[src/rtl/game_pkg.sv]
// Shared definitions for the reflex game: state encoding, round-end time and LFSR taps.
package game_pkg;

    typedef enum logic [2:0] {
        StIdle,
        StArm,
        StShow,
        StHit,
        StGap,
        StDone
    } state_t;

    localparam logic [5:0]  END_TIME  = 6'd31;
    // Fibonacci taps 16,14,13,11 expressed as bit positions 15,13,12,10.
    localparam logic [15:0] LFSR_TAPS = 16'hB400;

    // Never repeat the previous target back to back.
    function automatic logic [3:0] next_target(input logic [3:0] cand, input logic [3:0] prev);
        return (cand == prev) ? cand + 4'd1 : cand;
    endfunction

endpackage

[src/rtl/lfsr16.sv]
// 16-bit Fibonacci LFSR shifting left, feedback into bit 0.
module lfsr16
    import game_pkg::*;
#(
    parameter logic [15:0] SEED = 16'hACE1
) (
    input  logic        clk_2,
    input  logic        rst,
    input  logic        en,
    output logic [15:0] q
);

    logic [15:0] q_q;

    always_ff @(posedge clk_2) begin
        if (rst) begin
            q_q <= SEED;
        end else if (en) begin
            q_q <= {q_q[14:0], ^(q_q & LFSR_TAPS)};
        end
    end

    assign q = q_q;

endmodule

[src/rtl/target_hit_gen.sv]
// Lights a pseudo-random target LED and reports correct hits (keepFinale) or misses.
module target_hit_gen #(
    parameter int unsigned TARGET_TICKS = 100,
    parameter int unsigned GAP_TICKS    = 20,
    parameter logic [5:0]  END_TIME     = game_pkg::END_TIME,
    parameter logic [15:0] SEED         = 16'hACE1
) (
    input  logic        clk_2,
    input  logic        rst,
    input  logic        start,
    input  logic [5:0]  timerIn,
    input  logic [15:0] sw,
    output logic [15:0] led,
    output logic        keepFinale,
    output logic        miss,
    output logic [3:0]  target
);

    import game_pkg::*;

    localparam int unsigned CNT_MAX = (TARGET_TICKS > GAP_TICKS) ? TARGET_TICKS : GAP_TICKS;
    localparam int unsigned CW      = $clog2(CNT_MAX + 1);
    localparam logic [CW-1:0] TGT_LAST = CW'(TARGET_TICKS - 1);
    localparam logic [CW-1:0] GAP_LAST = CW'(GAP_TICKS - 1);

    state_t        state_q, state_d;
    logic [CW-1:0] cnt_q, cnt_d;
    logic [3:0]    target_q, target_d;
    logic [15:0]   led_q, led_d;
    logic          keep_q, keep_d;
    logic          miss_q, miss_d;
    logic [15:0]   sw_q;
    logic [15:0]   lfsr;
    logic [15:0]   rise;
    logic [15:0]   tgt_mask;
    logic [3:0]    cand;
    logic          wrong;
    logic          lfsr_unused;

    lfsr16 #(
        .SEED(SEED)
    ) u_lfsr (
        .clk_2(clk_2),
        .rst  (rst),
        .en   (1'b1),
        .q    (lfsr)
    );

    assign lfsr_unused = ^lfsr[15:4];
    assign rise        = sw & ~sw_q;
    assign tgt_mask    = 16'd1 << target_q;
    assign wrong       = |(rise & ~tgt_mask);
    assign cand        = next_target(lfsr[3:0], target_q);

    always_comb begin
        state_d  = state_q;
        cnt_d    = cnt_q;
        target_d = target_q;
        led_d    = led_q;
        keep_d   = 1'b0;
        miss_d   = 1'b0;
        case (state_q)
            StIdle: begin
                led_d = '0;
                if (start) state_d = StArm;
            end
            StArm: begin
                target_d = cand;
                led_d    = 16'd1 << cand;
                cnt_d    = '0;
                state_d  = StShow;
            end
            StShow: begin
                cnt_d = cnt_q + 1'b1;
                // A wrong edge outranks a simultaneous correct one.
                if (wrong || (cnt_q == TGT_LAST && !(|(rise & tgt_mask)))) begin
                    miss_d  = 1'b1;
                    led_d   = '0;
                    cnt_d   = '0;
                    state_d = StGap;
                end else if (|(rise & tgt_mask)) begin
                    led_d   = '0;
                    cnt_d   = '0;
                    state_d = StHit;
                end
            end
            StHit: begin
                keep_d  = 1'b1;
                led_d   = '0;
                cnt_d   = '0;
                state_d = StGap;
            end
            StGap: begin
                led_d = '0;
                cnt_d = cnt_q + 1'b1;
                if (cnt_q == GAP_LAST) begin
                    cnt_d   = '0;
                    state_d = StArm;
                end
            end
            StDone: begin
                led_d = '0;
                if (start) state_d = StArm;
            end
            default: state_d = StIdle;
        endcase
        // Round end overrides everything, including a pending hit pulse.
        if (state_q != StIdle && timerIn == END_TIME) begin
            state_d = StDone;
            led_d   = '0;
            keep_d  = 1'b0;
            miss_d  = 1'b0;
            cnt_d   = '0;
        end
    end

    always_ff @(posedge clk_2) begin
        if (rst) begin
            state_q  <= StIdle;
            cnt_q    <= '0;
            target_q <= '0;
            led_q    <= '0;
            keep_q   <= 1'b0;
            miss_q   <= 1'b0;
            sw_q     <= '0;
        end else begin
            state_q  <= state_d;
            cnt_q    <= cnt_d;
            target_q <= target_d;
            led_q    <= led_d;
            keep_q   <= keep_d;
            miss_q   <= miss_d;
            sw_q     <= sw;
        end
    end

    assign led        = led_q;
    assign keepFinale = keep_q;
    assign miss       = miss_q;
    assign target     = target_q;

endmodule

[config.mk]
export PLATFORM = sky130hd
export DESIGN_NAME = target_hit_gen
export DESIGN_NICKNAME = d
export VERILOG_FILES = /design/src/rtl/game_pkg.sv /design/src/rtl/lfsr16.sv /design/src/rtl/target_hit_gen.sv
export SDC_FILE = /design/constraint.sdc
export NUM_CORES = 1
export LEC_CHECK = 0
export ABC_AREA = 0
export BUFFER_PORTS_ARGS = -buffer_cell sky130_fd_sc_hd__buf_2
export CORE_MARGIN = 10
export CORE_UTILIZATION = 40
export CTS_CLUSTER_SIZE = 12
export DETAILED_ROUTE_END_ITERATION = 12
export PLACE_DENSITY_LB_ADDON = 0.3
export RECOVER_POWER = 100
export SLEW_MARGIN = 15
export SYNTH_ARGS = -nofsm -noshare
export SYNTH_HDL_FRONTEND = slang
export SYNTH_SLANG_ARGS = --single-unit
export TNS_END_PERCENT = 5
[constraint.sdc]
create_clock -name clk_2 -period 6.15 [get_ports clk_2]
set_input_delay 0 -clock clk_2 [delete_from_list [all_inputs] [get_ports clk_2]]
set_output_delay 0 -clock clk_2 [all_outputs]
set_load 0.1 [all_outputs]
==> run_results.csv, run 1 <==
group,metric,value,unit
run_status,outcome,"finished with violations",
run_status,failed_checks,"max-capacitance violations, max-slew violations",
worst_setup_path,critPathArrivalTime,3.95,ns
logic_synthesis,synthSimpleGateAreaFrac,31.9,%
die,die-area,11900,µm²
routing,vias,2749,
layout,diodes,0,
logic_synthesis,async_reset_ff_share,0,%
placement,post-place-cells,498,
worst_hold_path,hold_end,"state_q[2]",
clock_tree,clk_pin_slew,0.07,ns
timing,setup_violations,0,
logic_synthesis,synth_fa_ha_area_share,0.786,%
grt,grt_max_degree,42,
die,core_area,7730,µm²
timing,final_hold_viol_count,0,
logic_synthesis,yosys-top-cells-area,"dfxtp_1, nor2b_1, nand3_1",
placement,pre_cts_slack,3.07,ns
routing,postRouteAntennaNets,0,
timing,fin_skew,0.00799,ns
logic_synthesis,synth_xor_xnor_area_share,4.40,%
worst_hold_path,hp-class,"input port to register",
pwr,peakVddDrop,0.0000849,V
routing,wl_met1,3.36,mm
clock_tree,clock_sinks,64,
routing,avgRoutedWirePerCell,13.7,µm
timing,slew_violations,14,
clock_tree,cts_tree,"yes",
layout,drive_above_1_share,9.60,%
logic_synthesis,ys_seq_elements,64,
logic_synthesis,synth_compound_area_share,15.6,%
run,maxCapViolCount,1,
logic_synthesis,synth_top_area_share,40.3,%
logic_synthesis,syn_inst,375,
clock_tree,cts_root_buf,"clkbuf_8",
clock_tree,cts_setup_buffers,0,
placement,port-buffer-count,46,
worst_setup_path,critPathLaunchType,"register",
die,floorplan.initialDensity,41.2,%
routing,via_per_inst,5.20,
worst_setup_path,cp.required,6.42,ns
grt,antenna_found_initial,0,
worst_setup_path,reg2reg_slack,2.47,ns
logic_synthesis,synth_largest_area_cell,"dfxtp_1",
die,ios,47,
worst_setup_path,end_kind,"register",
worst_setup_path,cp_max_fo,23,
routing,top_layer,"met4",
routing,drt_iter0_markers,110,
timing,max-slew-margin-rel,-7.26,%
routing,drc,0,
worst_setup_path,cp_slowest_stage_delay,1.32,ns
timing,final.setup.worst_slack,2.47,ns
timing,fmax,272,MHz
logic_synthesis,synth_edf_count,0,
worst_setup_path,worstPathCellList,"xor2_1, nor4_1, nand2_1, or4_1, o21ai_0, nand3_1, a21oi_1",
layout,finalNetCount,450,
worst_setup_path,crit_type,"register to register",
timing,finalCriticalPeriod,3.68,ns
routing,wl,7.27,mm
routing,wl_met3,396,µm
grt,grt_usage,12.9,%
placement,globalplace.congestion,0.797,
worst_hold_path,holdCritStartpoint,"start",
pwr,leakage,1.33,nW
placement,place.detailed.hpwl,5.15,mm
logic_synthesis,synth_ff_type,"dfxtp_1",
logic_synthesis,muxShareOfSynthArea,1.61,%
grt,grt_pass1_wl,12.6,mm
layout,fin_cells,529,
logic_synthesis,synthesis.nets,402,
timing,rsz0062_at_grt,"no",
worst_setup_path,slowest_stage,"nor4_1",
worst_setup_path,r2r-end,"led[7]",
die,die_w,109,µm
timing,finalCritPeriodShare,59.9,%
worst_setup_path,reg2reg_depth,7,
logic_synthesis,syn_avg_cell_area,8.49,µm²
grt,grt_pass1_vias,2671,
clock_tree,htreeDepth,3,
clock_tree,ctsLongestPathBuffers,2,
logic_synthesis,ys_warn_count,0,
timing,worst_slew_pin_slew,1.59,ns
routing,wl_met2,3.39,mm
layout,area_growth,16.9,%
logic_synthesis,synth_top_family_by_area,"simple AND/OR/NAND/NOR gates",
logic_synthesis,yosysUniqueCellTypes,62,
timing,setup_tns,0,ns
routing,first_pass_iters,4,
logic_synthesis,synth_seq_area_share,40.3,%
grt,grt_overflow_total,0,
die,rows,32,
worst_hold_path,whs_path_depth,4,
pwr,powerDensity,267,nW/µm²
clock_tree,insertion_delay,0.34,ns
worst_setup_path,rr_startpoint,"target[1]",
clock_tree,cts_made_buffers,9,
logic_synthesis,syn_area,3180,µm²
die,die_h,109,µm
[power by group]
part	internal [mW]	switching, mW	total, mW
clock	0.218	0.154	0.372
combinational	0.0644	0.0942	0.159
sequential	0.433	0.0285	0.462
total	0.716	0.277	0.993
[worst max-delay path: cells and delay by family (launching register included)]
family	cells	cell delay [ns]
AO/OA/AOI/OAI	2	0.37
XOR/XNOR	1	0.14
flip-flops	1	0.81
AND/OR/NAND/NOR	4	2.30
[cell type report]
type                       count  area (µm²)
clock buffer                  13         169
clock inverter                 2        37.5
sequential                    64        1280
timing repair buffer          62         349
inverter                      11        41.3
multi-input combinational    275        1720
fill                         767        4010
tap                          102         128
[kinds of logic after synthesis]
logic type | Yosys count
muxes | 5
and+or+nand+nor | 177
AOI/OAI and AO/OA | 75
xor gates and xnor gates | 16
DFF | 64
buffers and inverters | 36
adders and majority gates | 2
[per-layer routing]
layer | vias to the layer above | global-route usage, %
met1 | 1268 | 15.9
met4 | 0 | 5.02
li1 | 1413 | -
met3 | 14 | 4.25
met2 | 54 | 20.3
met5 | - | 0
[how the worst max path moves through the flow]
stage	start	endpoint	slack (ns)
6_report	target[1]	led[7]	2.47
5_1_grt	target[1]	led[7]	2.01
4_1_cts	target[1]	led[15]	3.04
3_5_place_dp	target[1]	led[15]	3.07
3_3_place_gp	target[1]	led[15]	3.18
2_1_floorplan	target[3]	led[15]	3.20
[synth_stat cells, types with 7 or more instances]
master	n
a211oi_1	8
a21oi_1	15
buf_2	7
clkbuf_1	12
dfxtp_1	64
inv_1	11
nand2_1	23
nand2b_1	15
nand3_1	21
nor2_1	26
nor2b_1	33
nor3_1	9
o21ai_0	20
or2_2	9
xor2_1	10
[sequential cells by signal, summed over array words and instances (netlist names)]
signal      count
cnt_q           7
miss            1
u_lfsr.q       16
target          4
sw_q           16
state_q         3
keepFinale      1
led            16
[through the flow]
step	instance area [µm²]	hold WS (ns)	util, %	power, mW
2_1_floorplan	3180	0.128	-	0.594
3_3_place_gp	3410	0.222	44.1	0.623
3_5_place_dp	3410	0.229	44.1	0.625
4_1_cts	3770	0.0132	48.9	1.01
5_1_grt	3720	0.0441	48.2	1.05
6_report	3720	0.0335	48.2	0.993
[timing repair]
action,in CTS,in global routing
hold buffers,16,0
endpoints found under the hold margin,16,0
gates resized for setup,0,0
[cell usage in the layout, fill, tap and decap left out, types with 3 or more instances in the layout]
master / netlist / final
nor3_1: 9 / 9
xnor2_1: 6 / 6
or3_1: 3 / 3
o31a_1: 3 / 3
a21oi_1: 15 / 15
nand3_1: 21 / 21
dfxtp_1: 64 / 64
nand2b_1: 15 / 15
nand4_1: 5 / 5
a311oi_1: 3 / 3
a31oi_1: 3 / 3
nand2_1: 23 / 23
nor3b_1: 5 / 5
a22oi_1: 3 / 3
clkbuf_1: 12 / 34
o31ai_1: 3 / 3
clkbuf_8: 0 / 12
nor2b_1: 33 / 33
mux2i_1: 4 / 4
nand4b_1: 6 / 6
a211oi_1: 8 / 8
or2_2: 9 / 9
inv_1: 11 / 11
buf_2: 7 / 13
dlygate4sd3_1: 0 / 16
o21ai_0: 20 / 21
xor2_1: 10 / 10
nor2_1: 26 / 26
(Power assumes the default switching activity.)
==> run 2: changes to the inputs <==
==> constraint.sdc (replaced) <==
create_clock -name clk_2 -period 3.4 [get_ports clk_2]
set_input_delay 0 -clock clk_2 [delete_from_list [all_inputs] [get_ports clk_2]]
set_output_delay 0 -clock clk_2 [all_outputs]
set_load 0.1 [all_outputs]
==> run 2 against run 1 <==
  * Final cell count up 0.57%
  * Via count up 1.4%
  * Flip-flop and latch count unchanged
  * Maximum frequency up 27%
  * Global-route usage down 0.087 points
  * Sequential share of layout area down 0.17 points
  * The flow now finishes without violations
  * Hold slack better by 0.0041 ns
  * Worst setup slack worse by 2.0 ns
  * Largest power group unchanged
==> run_results.csv, run 2 (same netlist as run 1, synthesis figures left out) <==
group,metric,value,unit
run_status,outcome,"complete, no violations",
worst_setup_path,critPathLaunchType,"register",
routing,wl,7.38,mm
routing,vias,2788,
die,ios,47,
pwr,power_switching,548,µW
placement,port-buffer-count,46,
die,rows,32,
grt,grt_overflow_total,0,
clock_tree,ctsHoldBuffers,16,
grt,grt_usage,12.8,%
routing,avgRoutedWirePerCell,13.9,µm
routing,first_pass_iters,4,
pwr,pwr-share-clk,37.2,%
worst_hold_path,hp-class,"input port to register",
layout,final_cell_mix,"dfxtp_1, nor2b_1, clkbuf_1, nor2_1, nand2_1",
pwr,powerDensity,480,nW/µm²
layout,area_growth,17.5,%
routing,via_per_inst,5.24,
grt,antenna_found_initial,0,
worst_hold_path,whs_path_depth,4,
placement,placed_area,3420,µm²
pwr,p_int,1.25,mW
pwr,pwr-share-seq,46.6,%
clock_tree,ctsResizeCount,0,
grt,grt_pass1_wl,12.5,mm
die,core_area,7730,µm²
worst_setup_path,end_kind,"register",
pwr,leakage,1.34,nW
clock_tree,clk_pin_slew,0.08,ns
clock_tree,clock_sinks,64,
clock_tree,cts_tree,"yes",
routing,drc,0,
placement,globalplace.congestion,0.825,
layout,fin_area,3740,µm²
layout,layout_commonest_cell,"dfxtp_1",
pwr,peakVddDrop,0.000181,V
worst_setup_path,cp_max_fo,23,
worst_setup_path,critPathArrivalTime,3.08,ns
die,die_h,109,µm
pwr,pwr-share-comb,16.2,%
layout,finalNetCount,452,
clock_tree,insertion_delay,0.34,ns
die,die_w,109,µm
timing,final_hold_viol_count,0,
routing,drt_iter0_markers,127,
timing,fin_skew,0.0100,ns
grt,grt_pass1_vias,2671,
timing,finalCritPeriodShare,85.2,%
routing,postRouteAntennaNets,0,
timing,max-slew-margin-rel,19.9,%
layout,diodes,0,
placement,place.detailed.hpwl,5.17,mm
die,floorplan.initialDensity,41.2,%
run,maxCapViolCount,0,
worst_setup_path,reg2reg_depth,6,
die,die-area,11900,µm²
pwr,switching_share,30.5,%
clock_tree,ctsLongestPathBuffers,2,
layout,fillers,783,
timing,setup_violations,0,
timing,setup_tns,0,ns
worst_setup_path,crit_type,"register to register",
clock_tree,cts_root_buf,"clkbuf_8",
clock_tree,cts_setup_buffers,0,
timing,slew_violations,0,
clock_tree,cts_made_buffers,9,
worst_setup_path,cp.required,3.58,ns
timing,fmax,345,MHz
timing,finalCriticalPeriod,2.90,ns
timing,rsz0062_at_grt,"no",
layout,drive_above_1_share,11.2,%
grt,grt_max_degree,42,
clock_tree,htreeDepth,3,
timing,worst_slew_pin_slew,1.21,ns
==> run 2: changes by cell type in the layout (fill, tap and decap cells not counted), sizes merged <==
| cell | before | now |
|---|---|---|
| inv | 11 | 13 |
| clkbuf | 46 | 41 |
| clkinvlp | 1 | 2 |
| clkinv | 0 | 2 |
| buf | 13 | 16 |
==> run 2: worst max-delay path: stages (launching register included) <==
cell,delay [ns]
dfxtp_1,0.56
or4b_2,0.76
a21oi_1,0.17
o32a_1,0.23
a2111oi_0,0.08
a221oi_1,0.83
nor3_1,0.10
==> run 2: worst paths after layout <==
path	from	slack, ns	end
setup / recovery	target[1]	0.50	cnt_q[4]
hold / removal	start	0.04	state_q[2]
setup reg to reg	target[1]	0.50	cnt_q[4]
hold reg to reg	u_lfsr.q[14]	0.42	u_lfsr.q[15]
==> run 2: metal layers <==
layer | global-route usage, % | up-vias | share of wire [%]
met5 | 0 | - | 0
met4 | 3.90 | 0 | 1.2
met3 | 4.54 | 10 | 6.7
met2 | 20.5 | 63 | 47
met1 | 15.7 | 1300 | 45
li1 | - | 1415 | -
==> run 2: area by class of cell <==
type                            instances  area [µm²]  share of cell area (%)
Clock buffer                            9         124                    3.31
Clock inverter                          7        80.1                    2.14
Inverter                               11        41.3                    1.10
Multi-Input combinational cell        275        1720                    46.0
Sequential cell                        64        1280                    34.3
Tap cell                              102         128                    3.41
Timing Repair Buffer                   64         364                    9.74
==> run 2: stage by stage <==
step	cells	hold WS (ns)	setup slack, ns	util [%]	total power, mW
after floorplan	375	0.128	0.454	-	1.07
after global placement	500	0.222	0.715	44.3	1.13
after detailed placement	500	0.228	0.588	44.3	1.14
after CTS	532	0.0214	0.570	49.0	1.82
after global routing	532	0.0747	0.241	48.4	1.89
final	532	0.0376	0.502	48.4	1.80
==> run 2: power by group through the flow <==
stage	Combinational (mW)	Sequential [mW]	Clock (mW)
2_1_floorplan	0.215	0.860	0
3_3_place_gp	0.280	0.850	0
3_5_place_dp	0.283	0.852	0
4_1_cts	0.299	0.835	0.685
5_1_grt	0.324	0.843	0.721
6_report	0.291	0.836	0.668
